**src/rtl/sdram_rw_arbiter_if.sv**
```systemverilog
// rtl/sdram_rw_arbiter_if.sv - arbiter <-> SDRAM state controller request/ack bus
// Purpose: groups the burst request/ack handshake and the burst base address.
// Ports (signals):
//   wr_req, rd_req  burst write/read request (arbiter -> controller)
//   sys_addr        burst base word address (arbiter -> controller)
//   sdram_wr_ack    controller write-data window (controller -> arbiter)
//   sdram_rd_ack    controller read-data window (controller -> arbiter)
// Modports: master = arbiter side, slave = controller side.
interface sdram_rw_arbiter_if #(
    parameter int ADDR_W = 22
);
    logic              wr_req;
    logic              rd_req;
    logic [ADDR_W-1:0] sys_addr;
    logic              sdram_wr_ack;
    logic              sdram_rd_ack;

    modport master (
        output wr_req, rd_req, sys_addr,
        input  sdram_wr_ack, sdram_rd_ack
    );

    modport slave (
        input  wr_req, rd_req, sys_addr,
        output sdram_wr_ack, sdram_rd_ack
    );
endinterface

```
**src/rtl/sdram_rw_arbiter.sv**
```systemverilog
// rtl/sdram_rw_arbiter.sv - SDRAM read/write burst arbiter over a circular burst buffer
// Purpose: shares one SDRAM port between the write-FIFO capture path and the
//   read-FIFO readout path, one fixed-length burst per request, with write/read
//   burst pointers, occupancy and full/empty tracking.
// Optional feature macro: SDRAM_ARB_WDOG_EN enables the ack watchdog (arb_err).
// Ports:
//   clk, rst_n          clock, asynchronous active-low reset
//   sdram_init_done     SDRAM initialisation complete
//   wr_fifo_level       words present in write FIFO
//   rd_fifo_space       free words in read FIFO
//   rd_en               readout enabled
//   ctrl (master)       wr_req/rd_req/sys_addr out, sdram_wr_ack/sdram_rd_ack in
//   wr_fifo_re          write-FIFO read strobe
//   rd_fifo_we          read-FIFO write strobe
//   occupancy           bursts stored
//   sdram_full/empty    buffer status
//   arb_err             sticky watchdog error
module sdram_rw_arbiter #(
    parameter int BURST_W    = 8,
    parameter int PTR_W      = 14,
    parameter int LVL_W      = 10,
    parameter int HIGH_WATER = 768,
    parameter int WDOG_CYC   = 1023
) (
    input  logic                  clk,
    input  logic                  rst_n,
    input  logic                  sdram_init_done,
    input  logic [LVL_W-1:0]      wr_fifo_level,
    input  logic [LVL_W-1:0]      rd_fifo_space,
    input  logic                  rd_en,
    sdram_rw_arbiter_if.master    ctrl,
    output logic                  wr_fifo_re,
    output logic                  rd_fifo_we,
    output logic [PTR_W:0]        occupancy,
    output logic                  sdram_full,
    output logic                  sdram_empty,
    output logic                  arb_err
);

    typedef enum logic [2:0] {
        IDLE,
        WR_REQ,
        WR_XFER,
        RD_REQ,
        RD_XFER,
        GAP
    } state_t;

    localparam logic [LVL_W:0] BURST_WORDS = (LVL_W+1)'(1 << BURST_W);
    localparam logic [LVL_W:0] HW_LEVEL    = (LVL_W+1)'(HIGH_WATER);
    localparam logic [PTR_W:0] DEPTH       = {1'b1, {PTR_W{1'b0}}};

    state_t           state;
    logic [PTR_W-1:0] wr_ptr;
    logic [PTR_W-1:0] rd_ptr;
    logic             last_wr;
    logic             wr_ok;
    logic             rd_ok;
    logic             grant_wr;
    logic             grant_rd;
    logic             wdog_hit;

    assign sdram_full  = (occupancy == DEPTH);
    assign sdram_empty = (occupancy == '0);

    assign wr_ok = sdram_init_done && !sdram_full
                   && ({1'b0, wr_fifo_level} >= BURST_WORDS);
    assign rd_ok = sdram_init_done && rd_en && !sdram_empty
                   && ({1'b0, rd_fifo_space} >= BURST_WORDS);

    // High-water writes pre-empt fairness; otherwise ties alternate on last_wr.
    always_comb begin
        grant_wr = 1'b0;
        grant_rd = 1'b0;
        if (wr_ok && ({1'b0, wr_fifo_level} >= HW_LEVEL)) begin
            grant_wr = 1'b1;
        end else if (wr_ok && rd_ok) begin
            grant_wr = !last_wr;
            grant_rd = last_wr;
        end else if (wr_ok) begin
            grant_wr = 1'b1;
        end else if (rd_ok) begin
            grant_rd = 1'b1;
        end
    end

    // Strobes follow the controller's data window with zero latency.
    assign wr_fifo_re = ctrl.sdram_wr_ack && (state == WR_REQ || state == WR_XFER);
    assign rd_fifo_we = ctrl.sdram_rd_ack && (state == RD_REQ || state == RD_XFER);

`ifdef SDRAM_ARB_WDOG_EN
    logic [9:0] wdog_cnt;
    logic       busy;
    logic       leaving;

    assign busy    = (state == WR_REQ) || (state == WR_XFER)
                     || (state == RD_REQ) || (state == RD_XFER);
    assign leaving = (state == WR_REQ  &&  ctrl.sdram_wr_ack)
                     || (state == WR_XFER && !ctrl.sdram_wr_ack)
                     || (state == RD_REQ  &&  ctrl.sdram_rd_ack)
                     || (state == RD_XFER && !ctrl.sdram_rd_ack);
    // Counter holds the number of cycles already spent in the current state.
    assign wdog_hit = busy && (wdog_cnt == 10'(WDOG_CYC - 1));

    always_ff @(posedge clk or negedge rst_n) begin
        if (!rst_n) begin
            wdog_cnt <= '0;
        end else if (busy && !leaving && !wdog_hit) begin
            wdog_cnt <= wdog_cnt + 10'd1;
        end else begin
            wdog_cnt <= '0;
        end
    end
`else
    assign wdog_hit = 1'b0;
`endif

    always_ff @(posedge clk or negedge rst_n) begin
        if (!rst_n) begin
            state         <= IDLE;
            ctrl.wr_req   <= 1'b0;
            ctrl.rd_req   <= 1'b0;
            ctrl.sys_addr <= '0;
            wr_ptr        <= '0;
            rd_ptr        <= '0;
            occupancy     <= '0;
            last_wr       <= 1'b0;
            arb_err       <= 1'b0;
        end else if (wdog_hit) begin
            // Abandon the burst without touching pointers or occupancy.
            ctrl.wr_req <= 1'b0;
            ctrl.rd_req <= 1'b0;
            arb_err     <= 1'b1;
            state       <= GAP;
        end else begin
            case (state)
                IDLE: begin
                    ctrl.sys_addr <= {wr_ptr, {BURST_W{1'b0}}};
                    if (grant_wr) begin
                        ctrl.wr_req <= 1'b1;
                        state       <= WR_REQ;
                    end else if (grant_rd) begin
                        ctrl.rd_req   <= 1'b1;
                        ctrl.sys_addr <= {rd_ptr, {BURST_W{1'b0}}};
                        state         <= RD_REQ;
                    end
                end
                WR_REQ: begin
                    if (ctrl.sdram_wr_ack) begin
                        ctrl.wr_req <= 1'b0;
                        state       <= WR_XFER;
                    end
                end
                // XFER is entered with ack high, so any low ack here is its falling edge.
                WR_XFER: begin
                    if (!ctrl.sdram_wr_ack) begin
                        wr_ptr    <= wr_ptr + PTR_W'(1);
                        occupancy <= occupancy + (PTR_W+1)'(1);
                        last_wr   <= 1'b1;
                        state     <= GAP;
                    end
                end
                RD_REQ: begin
                    if (ctrl.sdram_rd_ack) begin
                        ctrl.rd_req <= 1'b0;
                        state       <= RD_XFER;
                    end
                end
                // A short (stopped) read burst still retires a whole burst slot.
                RD_XFER: begin
                    if (!ctrl.sdram_rd_ack) begin
                        rd_ptr    <= rd_ptr + PTR_W'(1);
                        occupancy <= occupancy - (PTR_W+1)'(1);
                        last_wr   <= 1'b0;
                        state     <= GAP;
                    end
                end
                // One idle cycle lets the controller return to idle before a new request.
                GAP: begin
                    ctrl.sys_addr <= {wr_ptr, {BURST_W{1'b0}}};
                    state         <= IDLE;
                end
                default: begin
                    state <= IDLE;
                end
            endcase
        end
    end

endmodule

```
**src/flat_wrapper.sv**
```systemverilog
// flat-port wrapper written by rule: the top's interface ports become plain ports
module sdram_rw_arbiter_flat 
#(
    parameter int BURST_W    = 8,
    parameter int PTR_W      = 14,
    parameter int LVL_W      = 10,
    parameter int HIGH_WATER = 768,
    parameter int WDOG_CYC   = 1023
)
  (clk, rst_n, sdram_init_done, wr_fifo_level, rd_fifo_space, rd_en, wr_fifo_re, rd_fifo_we, occupancy, sdram_full, sdram_empty, arb_err, ctrl_wr_req, ctrl_rd_req, ctrl_sys_addr, ctrl_sdram_wr_ack, ctrl_sdram_rd_ack);
  sdram_rw_arbiter_if ctrl_i ();
  input  logic clk;
  input  logic rst_n;
  input  logic sdram_init_done;
  input  logic [LVL_W-1:0] wr_fifo_level;
  input  logic [LVL_W-1:0] rd_fifo_space;
  input  logic rd_en;
  output logic wr_fifo_re;
  output logic rd_fifo_we;
  output logic [PTR_W:0] occupancy;
  output logic sdram_full;
  output logic sdram_empty;
  output logic arb_err;
  output wire logic [$bits(ctrl_i.wr_req)-1:0] ctrl_wr_req;
  output wire logic [$bits(ctrl_i.rd_req)-1:0] ctrl_rd_req;
  output wire logic [$bits(ctrl_i.sys_addr)-1:0] ctrl_sys_addr;
  input wire logic [$bits(ctrl_i.sdram_wr_ack)-1:0] ctrl_sdram_wr_ack;
  input wire logic [$bits(ctrl_i.sdram_rd_ack)-1:0] ctrl_sdram_rd_ack;
  assign ctrl_wr_req = ctrl_i.wr_req;
  assign ctrl_rd_req = ctrl_i.rd_req;
  assign ctrl_sys_addr = ctrl_i.sys_addr;
  assign ctrl_i.sdram_wr_ack = ctrl_sdram_wr_ack;
  assign ctrl_i.sdram_rd_ack = ctrl_sdram_rd_ack;
  sdram_rw_arbiter #(.BURST_W(BURST_W), .PTR_W(PTR_W), .LVL_W(LVL_W), .HIGH_WATER(HIGH_WATER), .WDOG_CYC(WDOG_CYC)) u_core (.clk(clk), .rst_n(rst_n), .sdram_init_done(sdram_init_done), .wr_fifo_level(wr_fifo_level), .rd_fifo_space(rd_fifo_space), .rd_en(rd_en), .ctrl(ctrl_i), .wr_fifo_re(wr_fifo_re), .rd_fifo_we(rd_fifo_we), .occupancy(occupancy), .sdram_full(sdram_full), .sdram_empty(sdram_empty), .arb_err(arb_err));
endmodule
```
**config.mk**
```make
export PLATFORM = sky130hd
export DESIGN_NAME = sdram_rw_arbiter_flat
export DESIGN_NICKNAME = d
export VERILOG_FILES = /design/src/rtl/sdram_rw_arbiter_if.sv /design/src/rtl/sdram_rw_arbiter.sv /design/src/flat_wrapper.sv
export SDC_FILE = /design/constraint.sdc
export NUM_CORES = 1
export LEC_CHECK = 0
export CORE_MARGIN = 5
export CORE_UTILIZATION = 25
export DETAILED_ROUTE_END_ITERATION = 7
export PLACE_DENSITY_LB_ADDON = 0.2
export SETUP_SLACK_MARGIN = 0.5
export SYNTH_ARGS = -nofsm -noshare
export SYNTH_HDL_FRONTEND = slang
export SYNTH_SLANG_ARGS = --single-unit
```
**constraint.sdc**
```tcl
create_clock -name clk -period 3 [get_ports clk]
set_input_delay 0.3 -clock clk [delete_from_list [all_inputs] [get_ports clk]]
set_output_delay 0.3 -clock clk [all_outputs]
set_load 0.02 [all_outputs]
```
[Word-level counts from Yosys, hierarchy flattened]
Cells that the tools add are included.
Storage, ports and cells
  register bits after elaboration: 71
  latch bits: 0
  RAM bits: 0
  ROM bits: 0
  bits of input ports: 26
  output and inout bits: 44
  word-level logic and storage cells: 87
  memories: 0
Cells by class
  add/sub/neg operators: 4
  multiply operators: 0
  div/mod/pow operators: 0
  magnitude comparators: 3
  equal/unequal tests: 14
  shift-type cells: 0
  mux-type cells: 30
  bitwise gates (word level): 2
  reductions and logical operators: 26
Operator list (count)
  $mux W22: 2
  $pmux W22 S2: 1
  $mux W15: 2
  $pmux W15 S2: 1
  $add A14 B1 Y14 const B: 2
  $ge A10 B9 Y1 const B: 2
  $mux W3: 6
  $add A15 B1 Y15 const B: 1
  $eq A15 B15 Y1 const B: 1
  $logic_not A15 Y1: 1
  $pmux W3 S5: 1
  $sub A15 B1 Y15 const B: 1
  $mux W1: 14
  $ge A10 B10 Y1 const B: 1
  $ne A2 B2 Y1 const B: 5
  $logic_and A1 B1 Y1: 9
  $reduce_bool A2 Y1: 4
  $eq A3 B2 Y1 const B: 2
  $eq A3 B3 Y1 const B: 2
  $pmux W1 S2: 3
  $reduce_and A3 Y1: 2
  $reduce_and A5 Y1: 1
  $ne A2 B1 Y1 const B: 2
  $reduce_and A2 Y1: 2
  7 further kinds: 11

[Longest topological paths before layout]
Gate-level depths: netlist of the first run.
  depth after elaboration: 11
  mapped depth: 11
  gate-level depth less buffers: 9

[Least setup slack after synthesis of the first run]
No wires, ideal clock.
  path kind: flip-flop to flip-flop
  start: register u_core.state[0]
  end: register u_core.occupancy[13]
  setup time: 65 ps
  data arrival time: 2927 ps
  required time: 2935 ps
  slack: 8 ps
  cell stages (with the launch flop): 10
  path buffers: 1
  period minus slack after synthesis: 2992 ps
  cells stage by stage: dfrtp_1 > clkbuf_1 > nor2_1 > ha_1 > a21o_1 > a21oi_1 > a211oi_1 > o21ai_0 > mux2i_1 > o211a_1
On the way
  longest elaborated chain between the ends: 3
  elaborated cells on any way between the ends: 7
  those cells by class: 4 x eq/ne; 1 x mux; 2 x reduce/logical
RTL lines
  from (decl): RTL line sdram_rw_arbiter.sv:53  | state_t state;
  from (signal assigned): RTL line sdram_rw_arbiter.sv:120  | state <= IDLE;
  from (signal assigned): RTL line sdram_rw_arbiter.sv:134  | state <= GAP;
  from (signal assigned): RTL line sdram_rw_arbiter.sv:141  | state <= WR_REQ;
  $eq A3 B3 Y1 / $eq A3 B2 Y1 (equally long branches): RTL line sdram_rw_arbiter.sv:136  | case (state)
  $ne A2 B2 Y1 (no line) / $reduce_bool A2 Y1 (equally long branches)
  $reduce_and A3 Y1 (no line)
  to (signal assigned): RTL line sdram_rw_arbiter.sv:158  | occupancy <= occupancy + (PTR_W+1)'(1);
  to (signal assigned): RTL line sdram_rw_arbiter.sv:173  | occupancy <= occupancy - (PTR_W+1)'(1);
  to (decl): RTL line sdram_rw_arbiter.sv:34  | output logic [PTR_W:0] occupancy,
Parallel ways exist; a longest one is shown, timed or not.
A chain may end at the register's enable or synchronous reset.

[Worst setup path in the final report of the first run]
  start: register u_core.state[1]
  end: register u_core.occupancy[14]
The elaborated chain is that of the path after synthesis.

==> impl_metrics.ini, run 1 <==
[synth]
synthTopCellsByArea = dfrtp_1 44%, nand2_1 7.0%, xnor2_1 6.1%, ha_1 5.2%, xor2_1 3.2%
synth_cell_types = 51
synthesis.instances = 374
seq_area_frac_synth = 0.440
synthArstFlopShare = 1.00
synth-main-ff-cell = dfrtp_1
yosysTopAreaCell = dfrtp_1
ys_ff_latch = 63
synth_edf_count = 0
synth_top_area_share = 0.440
syn_area_um2 = 3580
syn_area_per_cell_um2 = 9.58
yosys_warnings = 0

[drt]
ant_nets = 0
drt_iter0_markers = 130
wire_per_inst_um = 13.8
via_per_inst = 4.60
num_vias = 2826
dr.pass1.iters = 4
drc = 0
drt-total-wl_mm = 8.48

[cells_and_area]
diodes = 0
fin_cells = 614
area_growth_pct = 30.0
drive_above_1_share = 0.127
finalNetCount = 471
finalCoreUtilization = 0.333
fillCellCount = 1446

[setup_path]
cp_num_cells = 10
rr_worst_depth = 10
path_max_fanout = 8
critPathSlowestCell = dfrtp_1
r2r-start = u_core.state[1]$_DFFE_PN0P_
crit_buf_inv = 2
cp.arrival_ns = 2.59
worst_setup_path_end_kind = flop
worst_r2r_endpoint = u_core.occupancy[14]$_DFFE_PN0P_
crit_required_ns = 3.21
crit_chain = nand2b_4, nor2_4, buf_12, buf_4, ha_2, a21o_1, o2111ai_2, o221ai_1, mux2i_1, xnor2_1
cp_top_family = compound AO/OA/AOI/OAI gates
critPathLaunchType = flop
r2r_slack_ns = 0.63
cpPeakStageDelay_ns = 0.37
path_class = flop to flop

[floorplanning]
initial_core_util = 0.256
core.rowCount = 43
die_y_um = 130
die_area_um2 = 16800
ioPinCount = 70
die_w_um = 130
core_um2 = 14000

[clock_tree]
cts-buffers-inserted = 9
clock_latency_ns = 0.34
cts-root-buf = clkbuf_16
cts_tree = yes
path_clk_slew_ns = 0.06
clkSinkCount = 63
htreeDepth = 3
clockBufferDepth = 2

[timing]
fin_tns_setup_ns = 0
period_share = 0.791
period_needed_ns = 2.37
finalHoldViolCount = 0
worst_slew_pin_slew_ns = 0.596
finalSetupViolCount = 0
rsz0062_at_grt = no
relSlewSlack = 0.603
max_freq_mhz = 421
slew_violations = 0
finClkSkew_ns = 0.00655

[grt]
grtUsageMet2 = 0.170
grt_max_degree = 29
use_met1 = 0.143
grt_antenna_before_repair = 0
track_usage = 0.109
top_usage_layer = met2
grt_overflow = 0
met3_usage = 0.0413
grt_pass1_wl_mm = 14.5
grt_pass1_vias = 2895

[power_and_ir_drop]
peakVddDrop_v = 0.000401
powerDensity_nw_per_um2 = 915
leakage_uw = 0.00203

[run]
max-cap-violations = 0

[worst_hold_path]
holdCritPathClass = input pin to async pin

[placement]
dp_hpwl_mm = 6.15
portBuffers = 44
routabilityCongestion = 0.813
post-place-cells = 593

[status]
status = completed
## metal layers
metal  share of wire  wire (µm)  vias up
li1                -          -     1416
met1            0.47       3990     1356
met2            0.47       3980       45
met3           0.049        417        9
met4           0.011         91        0
met5               0          0        -
## registers in the layout, summed over array words and instances (netlist names)
signal,count
u_core.last_wr,1
u_core.rd_ptr,14
u_core.ctrl.wr_req,1
u_core.wr_ptr,14
u_core.state,3
u_core.occupancy,15
u_core.ctrl.sys_addr,14
u_core.ctrl.rd_req,1
## stage by stage
stage               power [µW]  worst slack (ns)  instance area [µm²]  hold slack [ns]
floorplan                 2510             0.520                 3650          0.00441
global placement          3130             0.377                 4240            0.302
detailed placement        3140             0.335                 4240            0.303
CTS                       4280             0.513                 4610            0.471
global route              4590             0.490                 4660            0.504
finish                    4260             0.627                 4660            0.459
## worst register-to-register path, cell delays in order (launching register included)
cell and delay (ns):
dfrtp_1 0.37, nand2b_4 0.16, nor2_4 0.12, buf_12 0.15, buf_4 0.15, ha_2 0.32
a21o_1 0.23, o2111ai_2 0.29, o221ai_1 0.17, mux2i_1 0.15, xnor2_1 0.14
## cell usage in the layout, fill, tap and decap left out, drive strengths merged, types with 2 or more instances in the layout
cell            n
nor4            4
nand2b          4
a21o            5
o21ai          17
nand3          21
o211ai         14
and3            6
nand2          67
a21oi          17
ha             15
clkinv          3
conb            9
mux2i           6
mux2            3
xnor2          25
inv             8
dfrtp          63
clkbuf         10
o311ai          3
a31oi           3
o211a           3
a211oi          2
nor2           17
o31ai           3
clkdlybuf4s50  41
o21a            4
nand4           7
nor3            5
xor2           13
nor2b           3
buf            15
## Yosys cell counts, drive strengths merged (4+ instances only)
cell type	count
inv	7
xnor2	25
buf	16
nor2	17
ha	15
a21oi	17
o21ai	17
mux2i	6
and3	6
clkbuf	7
xor2	13
nand4	7
nand3	21
o21a	4
nor4	4
nor3	5
nand2	67
dfrtp	63
o211ai	14
nand2b	4
a21o	5
## worst max-delay path by stage
stage	startpoint	end	slack, ns
after floorplan	u_core.state[1]$_DFFE_PN0P_	u_core.occupancy[14]$_DFFE_PN0P_	0.52
after global placement	u_core.state[1]$_DFFE_PN0P_	u_core.occupancy[14]$_DFFE_PN0P_	0.38
after detailed placement	u_core.state[1]$_DFFE_PN0P_	u_core.occupancy[12]$_DFFE_PN0P_	0.34
after CTS	u_core.occupancy[9]$_DFFE_PN0P_	sdram_empty	0.51
after global routing	u_core.state[2]$_DFFE_PN0P_	u_core.occupancy[12]$_DFFE_PN0P_	0.49
final	u_core.state[1]$_DFFE_PN0P_	u_core.occupancy[14]$_DFFE_PN0P_	0.63
## cell families after synthesis
group	count (synthesis)	share of synthesized area
flops	63	0.440
compound gates	76	0.138
xor+xnor	38	0.0929
mux	9	0.0262
buf+inv	30	0.0461
fa+ha+maj	16	0.0580
simple gates	141	0.197
other cells	1	0.00105
## cell type report
cell class	count	area, µm²	share of cell area
clock buffer	10	239	0.0513
tap	180	225	0.0484
sequential	63	1580	0.339
multi-input combinational	289	1960	0.420
clock inverter	6	68.8	0.0148
timing repair buffer	59	564	0.121
inverter	7	26.3	0.00564
## what timing repair did
item | 4_1_cts | 5_1_grt
pin swaps | 2 | 2
setup endpoints to repair | 7 | 6
buffers inserted | 4 | 0
endpoints found under the hold margin | 20 | 0
hold buffers | 1 | 0
gates resized for setup | 3 | 10
## report_power, final
group	leakage [µW]	switching, µW	internal (µW)
registers	0.000828	244	1060
clock network	0.000149	401	669
logic	0.00105	1050	836
total	0.00203	1690	2570
No activity file was read; power rests on OpenSTA's default activity.
==> inputs of run 2 (changes only) <==
==> constraint.sdc (replaced) <==
create_clock -name clk -period 2.35 [get_ports clk]
set_input_delay 0.235 -clock clk [delete_from_list [all_inputs] [get_ports clk]]
set_output_delay 0.235 -clock clk [all_outputs]
set_load 0.02 [all_outputs]
==> run 2 against run 1 <==
Effect of this change:
- setup slack worse by 0.58 ns
- combinational power up 69%
- cell count up 5.4%
- first-iteration DRC count down 42%
- clock-buffer cell count unchanged
- global-route usage up 0.22 points
- clock skew down 0.0029 ns
- non-clock buffer count up 33
==> impl_metrics.ini, run 2 (synthesized netlist as in run 1, its figures left out) <==
[status]
status = completed

[setup_path]
cp_top_family = compound AO/OA/AOI/OAI gates
path_class = flop to flop
cp.arrival_ns = 2.56
r2r-start = u_core.state[1]$_DFFE_PN0P_
crit_required_ns = 2.60
cpPeakStageDelay_ns = 0.38
crit_buf_inv = 2
rr_worst_depth = 11
worst_setup_path_end_kind = flop
crit_chain = nand2b_4, nor2_4, buf_12, buf_16, ha_4, a211oi_4, o21ai_2, o2111ai_4, o221ai_2, mux2i_1, xnor2_1
path_max_fanout = 4
critPathSlowestCell = dfrtp_1
r2r_slack_ns = 0.04
critPathLaunchType = flop
worst_r2r_endpoint = u_core.occupancy[14]$_DFFE_PN0P_

[cells_and_area]
largest_register = u_core.occupancy
multiInputGateArea_um2 = 2200
largest_reg_flops = 15
diodes = 0
fillCellCount = 1425
layout_common_cells = 66 x nand2_1, 57 x dfrtp_1, 41 x buf_4
area_growth_pct = 45.6
finalCoreUtilization = 0.373
finalNetCount = 504
layout_commonest_cell = nand2_1
seq_area_um2 = 1580
design_area_um2 = 5220
drive_above_1_share = 0.276

[power_and_ir_drop]
total_power_uw = 6100
powerDensity_nw_per_um2 = 1170
leakage_uw = 0.00224
peakVddDrop_v = 0.000654

[timing]
period_share = 0.982
finalSetupViolCount = 0
slew_violations = 0
fin_ws_ns = 0.0423
max_freq_mhz = 433
worst_slew_pin_slew_ns = 0.554
finClkSkew_ns = 0.00365
period_needed_ns = 2.31
relSlewSlack = 0.631
rsz0062_at_grt = yes
finalHoldViolCount = 0

[placement]
postPlaceCellArea_um2 = 4470
portBuffers = 44
routabilityCongestion = 0.789
dp_hpwl_mm = 6.30
post-place-ws_ns = 0.0201

[floorplanning]
initial_core_util = 0.256
die_area_um2 = 16800
core.rowCount = 43
core_um2 = 14000
die_y_um = 130
ioPinCount = 70
die_w_um = 130

[drt]
drt-total-wl_mm = 9.14
via_per_inst = 4.59
wire_per_inst_um = 14.1
drc = 0
num_vias = 2968
dr.pass1.iters = 4
ant_nets = 0
drt_iter0_markers = 76

[run]
max-cap-violations = 0

[clock_tree]
clockBufferDepth = 2
cts_tree = yes
clkSinkCount = 63
path_clk_slew_ns = 0.06
clock_latency_ns = 0.33
cts-buffers-inserted = 9
htreeDepth = 3
cts-root-buf = clkbuf_16

[grt]
grt_pass1_wl_mm = 15.0
grt_max_degree = 43
grt_antenna_before_repair = 0
grt_overflow = 0
grt_pass1_vias = 3013
track_usage = 0.111

[worst_hold_path]
holdCritPathClass = input pin to async pin
==> run 2: cell count changes in the layout (fill, tap and decap cells not counted), moves of 4 or more <==
cell	delta
ha_4	+5
clkdlybuf4s50_1	-4
buf_12	+4
a21oi_1	-10
dfrtp_1	-6
buf_4	+28
o21ai_0	-8
dfrtp_2	+6
o21ai_1	+5
a21oi_2	+9
==> run 2: worst max path at each step <==
stage	startpoint	slack (ns)	end	cells after the start
after floorplan	u_core.state[1]$_DFFE_PN0P_	-0.009	u_core.occupancy[12]$_DFFE_PN0P_	10
after global placement	u_core.state[1]$_DFFE_PN0P_	0.03	u_core.occupancy[12]$_DFFE_PN0P_	10
after detailed placement	u_core.state[1]$_DFFE_PN0P_	0.02	u_core.occupancy[12]$_DFFE_PN0P_	10
after CTS	u_core.state[1]$_DFFE_PN0P_	0.07	u_core.occupancy[14]$_DFFE_PN0P_	11
after global routing	u_core.state[1]$_DFFE_PN0P_	-0.08	u_core.occupancy[14]$_DFFE_PN0P_	10
final	u_core.state[1]$_DFFE_PN0P_	0.04	u_core.occupancy[14]$_DFFE_PN0P_	11
==> run 2: area by class of cell <==
class,count,share of cell area
Multi-Input combinational cell,289,0.421
Timing Repair Buffer,92,0.172
Inverter,7,0.00504
Clock buffer,10,0.0458
Sequential cell,63,0.304
Tap cell,180,0.0432
Clock inverter,6,0.00888
==> run 2: through the flow <==
| stage | std cells | TNS [ns] | hold slack, ns |
|---|---|---|---|
| detailed placement | 609 | 0 | 0.271 |
| global placement | 609 | 0 | 0.264 |
| finish | 647 | 0 | 0.451 |
| global route | 647 | -0.297 | 0.494 |
| CTS | 642 | 0 | 0.471 |
| floorplan | 382 | -0.0171 | -0.0606 |
==> run 2: routing by layer <==
layer,up-vias,GRT usage,wire length [µm]
met1,1430,0.147,4410
met5,-,0,0
met2,47,0.177,4260
met3,16,0.0319,335
li1,1475,-,-
met4,0,0.0348,134
==> run 2: where the power goes <==
part	switching, µW	internal [µW]
clock network	502	745
logic	1660	1540
registers	289	1360
==> run 2: what timing repair did <==
item	in CTS	in global routing
cloned	1	1
hold buffers	1	0
pin swaps	22	16
endpoints found under the hold margin	21	0
gates resized for setup	36	40
setup endpoints to repair	37	44
buffers inserted	15	4
